### config.mk
export PLATFORM = sky130hd
export DESIGN_NAME = serial_adder
export DESIGN_NICKNAME = d
export VERILOG_FILES = /design/src/rtl/serial_adder.sv
export SDC_FILE = /design/constraint.sdc
export NUM_CORES = 1
export LEC_CHECK = 0
export BUFFER_PORTS_ARGS = -buffer_cell sky130_fd_sc_hd__buf_2
export CAP_MARGIN = 0
export CORE_ASPECT_RATIO = 2
export CORE_MARGIN = 4
export CORE_UTILIZATION = 30
export DETAILED_ROUTE_END_ITERATION = 6
export SETUP_SLACK_MARGIN = 0.3
export SLEW_MARGIN = 0
export SYNTH_ARGS = -nofsm -noshare
export SYNTH_HDL_FRONTEND = slang
export SYNTH_SLANG_ARGS = --single-unit
### constraint.sdc
create_clock -name clk -period 1.5 [get_ports clk]
set_input_delay 0.15 -clock clk [delete_from_list [all_inputs] [get_ports clk]]
set_output_delay 0.15 -clock clk [all_outputs]
set_load 0.01 [all_outputs]
### src/rtl/serial_adder.sv
// Bit-serial W-bit adder: {cout,sum} = a + b + cin, one bit per clock, LSB first.
// The per-bit cell is two half adders plus an OR; the carry flop closes the loop.
//
//   state   | meaning
//   --------+-------------------------------------------------------------
//   S_IDLE  | waiting for start; result registers hold the last answer
//   S_SHIFT | one full-adder step per edge, WIDTH steps in total
//   S_DONE  | one-cycle done pulse; sum/cout were updated on entry

module half_add (
    input  logic a_i,
    input  logic b_i,
    output logic s_o,
    output logic c_o
);
    assign s_o = a_i ^ b_i;
    assign c_o = a_i & b_i;
endmodule

module serial_adder #(
    parameter int WIDTH = 8
) (
    input  logic             clk,
    input  logic             rst_n,
    input  logic             start,
    input  logic [WIDTH-1:0] a,
    input  logic [WIDTH-1:0] b,
    input  logic             cin,
    output logic             busy,
    output logic             done,
    output logic [WIDTH-1:0] sum,
    output logic             cout
);
    localparam int CW = $clog2(WIDTH + 1);
    localparam logic [CW-1:0] LAST = CW'(WIDTH - 1);

    typedef enum logic [1:0] {
        S_IDLE,
        S_SHIFT,
        S_DONE
    } state_t;

    state_t           state_q, state_d;
    logic [CW-1:0]    cnt_q, cnt_d;
    logic [WIDTH-1:0] sa_q, sa_d;
    logic [WIDTH-1:0] sb_q, sb_d;
    logic [WIDTH-1:0] acc_q, acc_d;
    logic             carry_q, carry_d;
    logic [WIDTH-1:0] sum_q, sum_d;
    logic             cout_q, cout_d;

    logic s1, c1, s_bit, c2, carry_next;

    half_add u_ha0 (.a_i(sa_q[0]), .b_i(sb_q[0]), .s_o(s1),    .c_o(c1));
    half_add u_ha1 (.a_i(s1),      .b_i(carry_q), .s_o(s_bit), .c_o(c2));
    assign carry_next = c1 | c2;

    always_comb begin
        state_d = state_q;
        cnt_d   = cnt_q;
        sa_d    = sa_q;
        sb_d    = sb_q;
        acc_d   = acc_q;
        carry_d = carry_q;
        sum_d   = sum_q;
        cout_d  = cout_q;
        unique case (state_q)
            S_IDLE: begin
                if (start) begin
                    sa_d    = a;
                    sb_d    = b;
                    carry_d = cin;
                    cnt_d   = '0;
                    state_d = S_SHIFT;
                end
            end
            S_SHIFT: begin
                // Result bits enter at the MSB so the LSB lands at bit 0 after WIDTH steps.
                acc_d   = {s_bit, acc_q[WIDTH-1:1]};
                sa_d    = sa_q >> 1;
                sb_d    = sb_q >> 1;
                carry_d = carry_next;
                cnt_d   = cnt_q + 1'b1;
                if (cnt_q == LAST) begin
                    sum_d   = {s_bit, acc_q[WIDTH-1:1]};
                    cout_d  = carry_next;
                    state_d = S_DONE;
                end
            end
            S_DONE: begin
                state_d = S_IDLE;
            end
            default: begin
                state_d = S_IDLE;
            end
        endcase
    end

    always_ff @(posedge clk or negedge rst_n) begin
        if (!rst_n) begin
            state_q <= S_IDLE;
            cnt_q   <= '0;
            sa_q    <= '0;
            sb_q    <= '0;
            acc_q   <= '0;
            carry_q <= 1'b0;
            sum_q   <= '0;
            cout_q  <= 1'b0;
        end else begin
            state_q <= state_d;
            cnt_q   <= cnt_d;
            sa_q    <= sa_d;
            sb_q    <= sb_d;
            acc_q   <= acc_d;
            carry_q <= carry_d;
            sum_q   <= sum_d;
            cout_q  <= cout_d;
        end
    end

    assign busy = (state_q == S_SHIFT);
    assign done = (state_q == S_DONE);
    assign sum  = sum_q;
    assign cout = cout_q;

endmodule

# ---- Word-level counts from Yosys, hierarchy flattened
# Index checks and enable logic that the tools add are counted.
dict set report word_totals {
  reg_bits 40
  out_inout_bits 11
  wordCells 35
}
dict set report op_classes {
  add_sub_neg 1
  n_eq_ne 5
  n_mux 11
  n_bitwise 5
  n_reduce_logical 5
}
# operator n
set op_table {}
lappend op_table {{$pmux 8 s2} 2}
lappend op_table {{$mux 8} 2}
lappend op_table {{$pmux 4 s2} 1}
lappend op_table {{$reduce_and 2->1} 3}
lappend op_table {{$add 4x1->4 const B} 1}
lappend op_table {{$eq 4x3->1 const B} 1}
lappend op_table {{$mux 2} 2}
lappend op_table {{$mux 4} 1}
lappend op_table {{$pmux 2 s2} 1}
lappend op_table {{$and 1x1->1} 2}
lappend op_table {{$eq 2x1->1 const B} 1}
lappend op_table {{$eq 2x2->1 const B} 1}
lappend op_table {{$logic_not 2->1} 1}
lappend op_table {{$ne 2x1->1 const B} 1}
lappend op_table {{$ne 2x2->1 const B} 1}
lappend op_table {{$pmux 1 s2} 1}
lappend op_table {{$reduce_bool 2->1} 1}
lappend op_table {{$xor 1x1->1} 2}
lappend op_table {{$mux 1} 1}
lappend op_table {{$or 1x1->1} 1}

# ---- Logic depth before layout (Yosys ltp)
dict set report depth {
  ltp_word 4
  mapped_depth 5
  mapped_depth_nobuf 4
}

# ---- Cells and area by module
# A second synthesis with hierarchy kept.
dict set report hier_totals {
  hier_cells 171
  area_unflattened_um2 1754.2
}
# mod n_inst cells_each area_per_inst_um2 seq_area_each_um2
set modules_own_cells {}
lappend modules_own_cells {serial_adder 1 169 1729.2 975.9}
lappend modules_own_cells {half_add 2 1 12.5 0.0}

# ---- Least setup slack after synthesis
# OpenSTA, ideal clock, no wires.
dict set report synth_timing {
  path_kind {reg2reg}
  from {reg cnt_q[0]}
  to {reg cout_q (netlist: cout)}
  arrival_ps 1289
  required_time_ps 1375
  path_slack_ps 86
  stages_incl_launch_ff 5
  path_buffers 0
  cell_sequence {dfrtp_1 > ha_1 > nand2_1 > nor3_4 > mux2_2}
}
dict set report synth_between {
  elab_chain_cells 2
}
# element line_no
set synth_lines {}
lappend synth_lines {{start: declaration} 44} ;# logic [CW-1:0] cnt_q, cnt_d;
lappend synth_lines {{start signal: assignment} 111} ;# cnt_q <= cnt_d;
lappend synth_lines {{$eq 4x3->1} 84} ;# if (cnt_q == LAST) begin
lappend synth_lines {{$reduce_and 2->1 (no source line)} --}
lappend synth_lines {{end signal: assignment} 117} ;# cout_q <= cout_d;
lappend synth_lines {{end: declaration} 50} ;# logic cout_q, cout_d;
# Every way passes these cells.
# A chain may end at the register's enable or synchronous reset.

# ---- Worst setup path after layout
dict set report layout_timing {
  from {reg cnt_q[1]}
  to {reg sum_q[7] (netlist: sum[7])}
}
dict set report layout_between {
  elab_chain_cells 2
}
# element line_no
set layout_lines {}
lappend layout_lines {{$eq 4x3->1} 84}
lappend layout_lines {{$reduce_and 2->1 (no source line)} --}
lappend layout_lines {{end signal: assignment} 116} ;# sum_q <= sum_d;
lappend layout_lines {{end: declaration} 49} ;# logic [WIDTH-1:0] sum_q, sum_d;
# Every way passes these cells.

==> qor.yml <==
synth:
  ys_ff_latch: 39
  synthMuxAreaShare_pct: 6.881
  synth.area.top_cells: "dfrtp_1 (60%), nand2_1 (9.2%), mux2_2 (6.9%)"
  synthAdderAreaFrac_pct: 1.988
  synth-compound-area-share_pct: 14.76
  syn-cell-area_um2: 1637
  ys.warnings.count: 0
  yosysTopAreaCellShare_pct: 59.63
  synthXorXnorAreaFrac_pct: 0
  synth_cell_types: 23
  synth_top_family_by_area: "compound AO/OA/AOI/OAI gates"
  ys_seq_area_share_pct: 59.63
  synthesis.nets: 174
  synthCells: 152
  synth_top_area_cell: "dfrtp_1"
  synth-simple-area-share_pct: 14.22
  avgSynthCellArea_um2: 10.77
die:
  coreArea_um2: 5231
  die_w_um: 60.23
  fp.dieArea_um2: 6772
  die_y_um: 112.5
  initial_utilization_pct: 31.28
  num_rows: 37
  io_pins: 31
detailed_routing:
  ant_nets: 0
  first_pass_iters: 4
  vias_per_cell: 4.951
  drc: 0
  wl_per_cell_um: 15.14
  vias: 1312
  drt-initial-drc-count: 38
  wl_um: 4012
worst_setup_path:
  startpoint_type: "flop"
  reg2reg_depth: 5
  arrival_ns: 1.61
  worstReg2RegStart: "cnt_q[1]"
  slowest_delay_ns: 0.38
  cp-end-kind: "flop"
  crit_type: "flop to flop"
  r2r_end: "sum[7]"
  cp_cell_sequence: "ha_2, nand2_2, nor3_4, buf_12, mux2_4"
  cpMaxStageDelayCell: "dfrtp_1"
  required_ns: 1.67
  ff2ff_setup_slack_ns: 0.06
  crit_path_max_fanout: 7
grt:
  antenna_found_initial: 0
  grt_pass1_vias: 1394
  grt_max_degree: 25
  grt_overflow: 0
  grt_usage_pct: 13.22
  grt_pass1_wl_um: 6768
final_layout:
  final_cell_area_um2: 2210
  nNetsFinal: 228
  multi_input_area_um2: 686.9
  drive_gt1_share_pct: 37.68
  regArea_um2: 975.9
  fillers: 531
  antenna_cells: 0
  fin_util_pct: 42.24
  area_growth_pct: 35.02
pwr:
  power.density_nw_per_um2: 2030
  power_uw: 4485
  p_leak_uw: 0.001071
  max-vdd-ir-drop_uv: 1070
clock_network:
  cts.htree.levels: 2
  cts_root_buf: "clkbuf_8"
  clk_latency_ns: 0.29
  path_clk_slew_ns: 0.07
  cts_buffers: 5
  cts.sinks: 39
  cts_tree: "done"
  cts_max_path_buffers: 2
timing:
  hold_violations: 0
  clock-skew-final_ns: 0.008389
  rsz0062_at_grt: "true"
  slew_viol_final: 0
  slew_headroom_pct: 63.28
  min_period_over_period_pct: 95.96
  setup_viol_count_final: 0
  tightest_slew_ns: 0.5508
  worst_hold_slack_ns: 0.1542
  fmax_ghz: 0.6948
  period_minus_slack_ns: 1.439
  setup_tns_ns: 0
place:
  place_area_um2: 1933
  numPortBuffers: 30
  dpl.hpwl_um: 2703
  gp_congestion: 0.7144
hold_path:
  min_path_type: "input port to flop"
  hold_end: "sb_q[6]"
  hold_depth: 3
  min-delay-start: "b[6]"
run_status:
  status: "finished clean"
run:
  maxCapViolCount: 0
[metal layers]
metal / track usage, % / vias to the layer above / part of all wire [%]
met3: 3.107 / 9 / 3.8
met2: 22.83 / 29 / 56
met4: 5.621 / 0 / 2.1
li1: - / 635 / -
met1: 14.81 / 639 / 38
met5: 0 / - / 0
[final cells by class]
class | instances | area share [%]
Clock buffer | 7 | 3.454
Clock inverter | 1 | 0.2265
Inverter | 2 | 0.5663
Multi-Input combinational cell | 103 | 31.09
Sequential cell | 39 | 44.17
Tap cell | 58 | 3.284
Timing Repair Buffer | 55 | 17.21
[per-stage QoR]
| stage | cells | setup slack, ns |
|---|---|---|
| 4_1_cts | 262 | 0.04390 |
| 2_1_floorplan | 152 | 0.08639 |
| 3_3_place_gp | 244 | 0.1054 |
| 3_5_place_dp | 244 | 0.03765 |
| 5_1_grt | 265 | 0.01824 |
| 6_report | 265 | 0.06063 |
[Yosys cell counts]
cell type,n
nand2_1,40
nand2b_1,1
or3_1,1
nor2_1,3
a21oi_1,2
o21ai_0,17
clkbuf_1,5
a31oi_1,1
and3b_1,1
clkinv_1,1
dfrtp_1,39
a22o_1,2
nor2b_1,3
nor3_4,1
a32o_1,1
nand3_1,3
ha_1,1
inv_1,1
mux2_2,10
fa_1,1
a22oi_1,14
o21bai_1,1
buf_2,3
[critical path, delay by kind of cell (launching register included)]
kind,cells,cell delay (ns)
adder cells (fa/ha/maj),1,0.20
buffers and inverters,1,0.17
multiplexers,1,0.30
AND/OR/NAND/NOR,2,0.27
flip-flops,1,0.38
[power breakdown]
part / switching [uW] / internal [uW] / total [uW]
combinational: 962 / 1040 / 2010
sequential: 304 / 1490 / 1790
clock: 357 / 326 / 684
total: 1620 / 2860 / 4480
[state kept, by name, summed over array words and instances, names as in the netlist]
register	count
cout	1
sa_q	8
sb_q	8
state_q	2
sum	8
acc_q	7
cnt_q	4
carry_q	1
[cell families after synthesis]
group                      Yosys count
and+or+nand+nor                     53
AOI/OAI and AO/OA                   38
muxes                               10
adders and majority gates            2
DFF                                 39
buffers and inverters               10
[how the worst max path moves through the flow]
| stage | startpoint | depth (start not counted) | endpoint | slack, ns |
|---|---|---|---|---|
| after floorplan | cnt_q[0] | 4 | cout | 0.09 |
| after global placement | cnt_q[1] | 5 | sum[2] | 0.11 |
| after detailed placement | cnt_q[1] | 5 | sum[1] | 0.04 |
| after CTS | cnt_q[1] | 5 | sum[7] | 0.04 |
| after global routing | cnt_q[1] | 5 | sum[5] | 0.02 |
| final | cnt_q[1] | 5 | sum[7] | 0.06 |
[layout by cell type (no fill, tap or decap), types with 2 or more instances in the layout]
| cell type | n |
|---|---|
| buf_6 | 4 |
| clkbuf_1 | 2 |
| buf_12 | 2 |
| buf_4 | 17 |
| nor2_1 | 3 |
| o21ai_0 | 16 |
| clkbuf_8 | 5 |
| nand3_1 | 3 |
| mux2_4 | 9 |
| nor2b_1 | 2 |
| dfrtp_1 | 39 |
| nand2_1 | 39 |
| a21oi_1 | 2 |
| a22o_1 | 2 |
| buf_2 | 30 |
| a22oi_1 | 14 |
[what timing repair did]
action | in CTS | in global routing
buffers inserted | 7 | 3
hold buffers | 1 | 0
gates cloned | 2 | 0
pin swaps | 2 | 2
resized for setup | 27 | 2
endpoints found under the setup margin | 32 | 33
endpoints found under the hold margin | 22 | 0
Note: power is estimated with default switching activity, not from simulation.
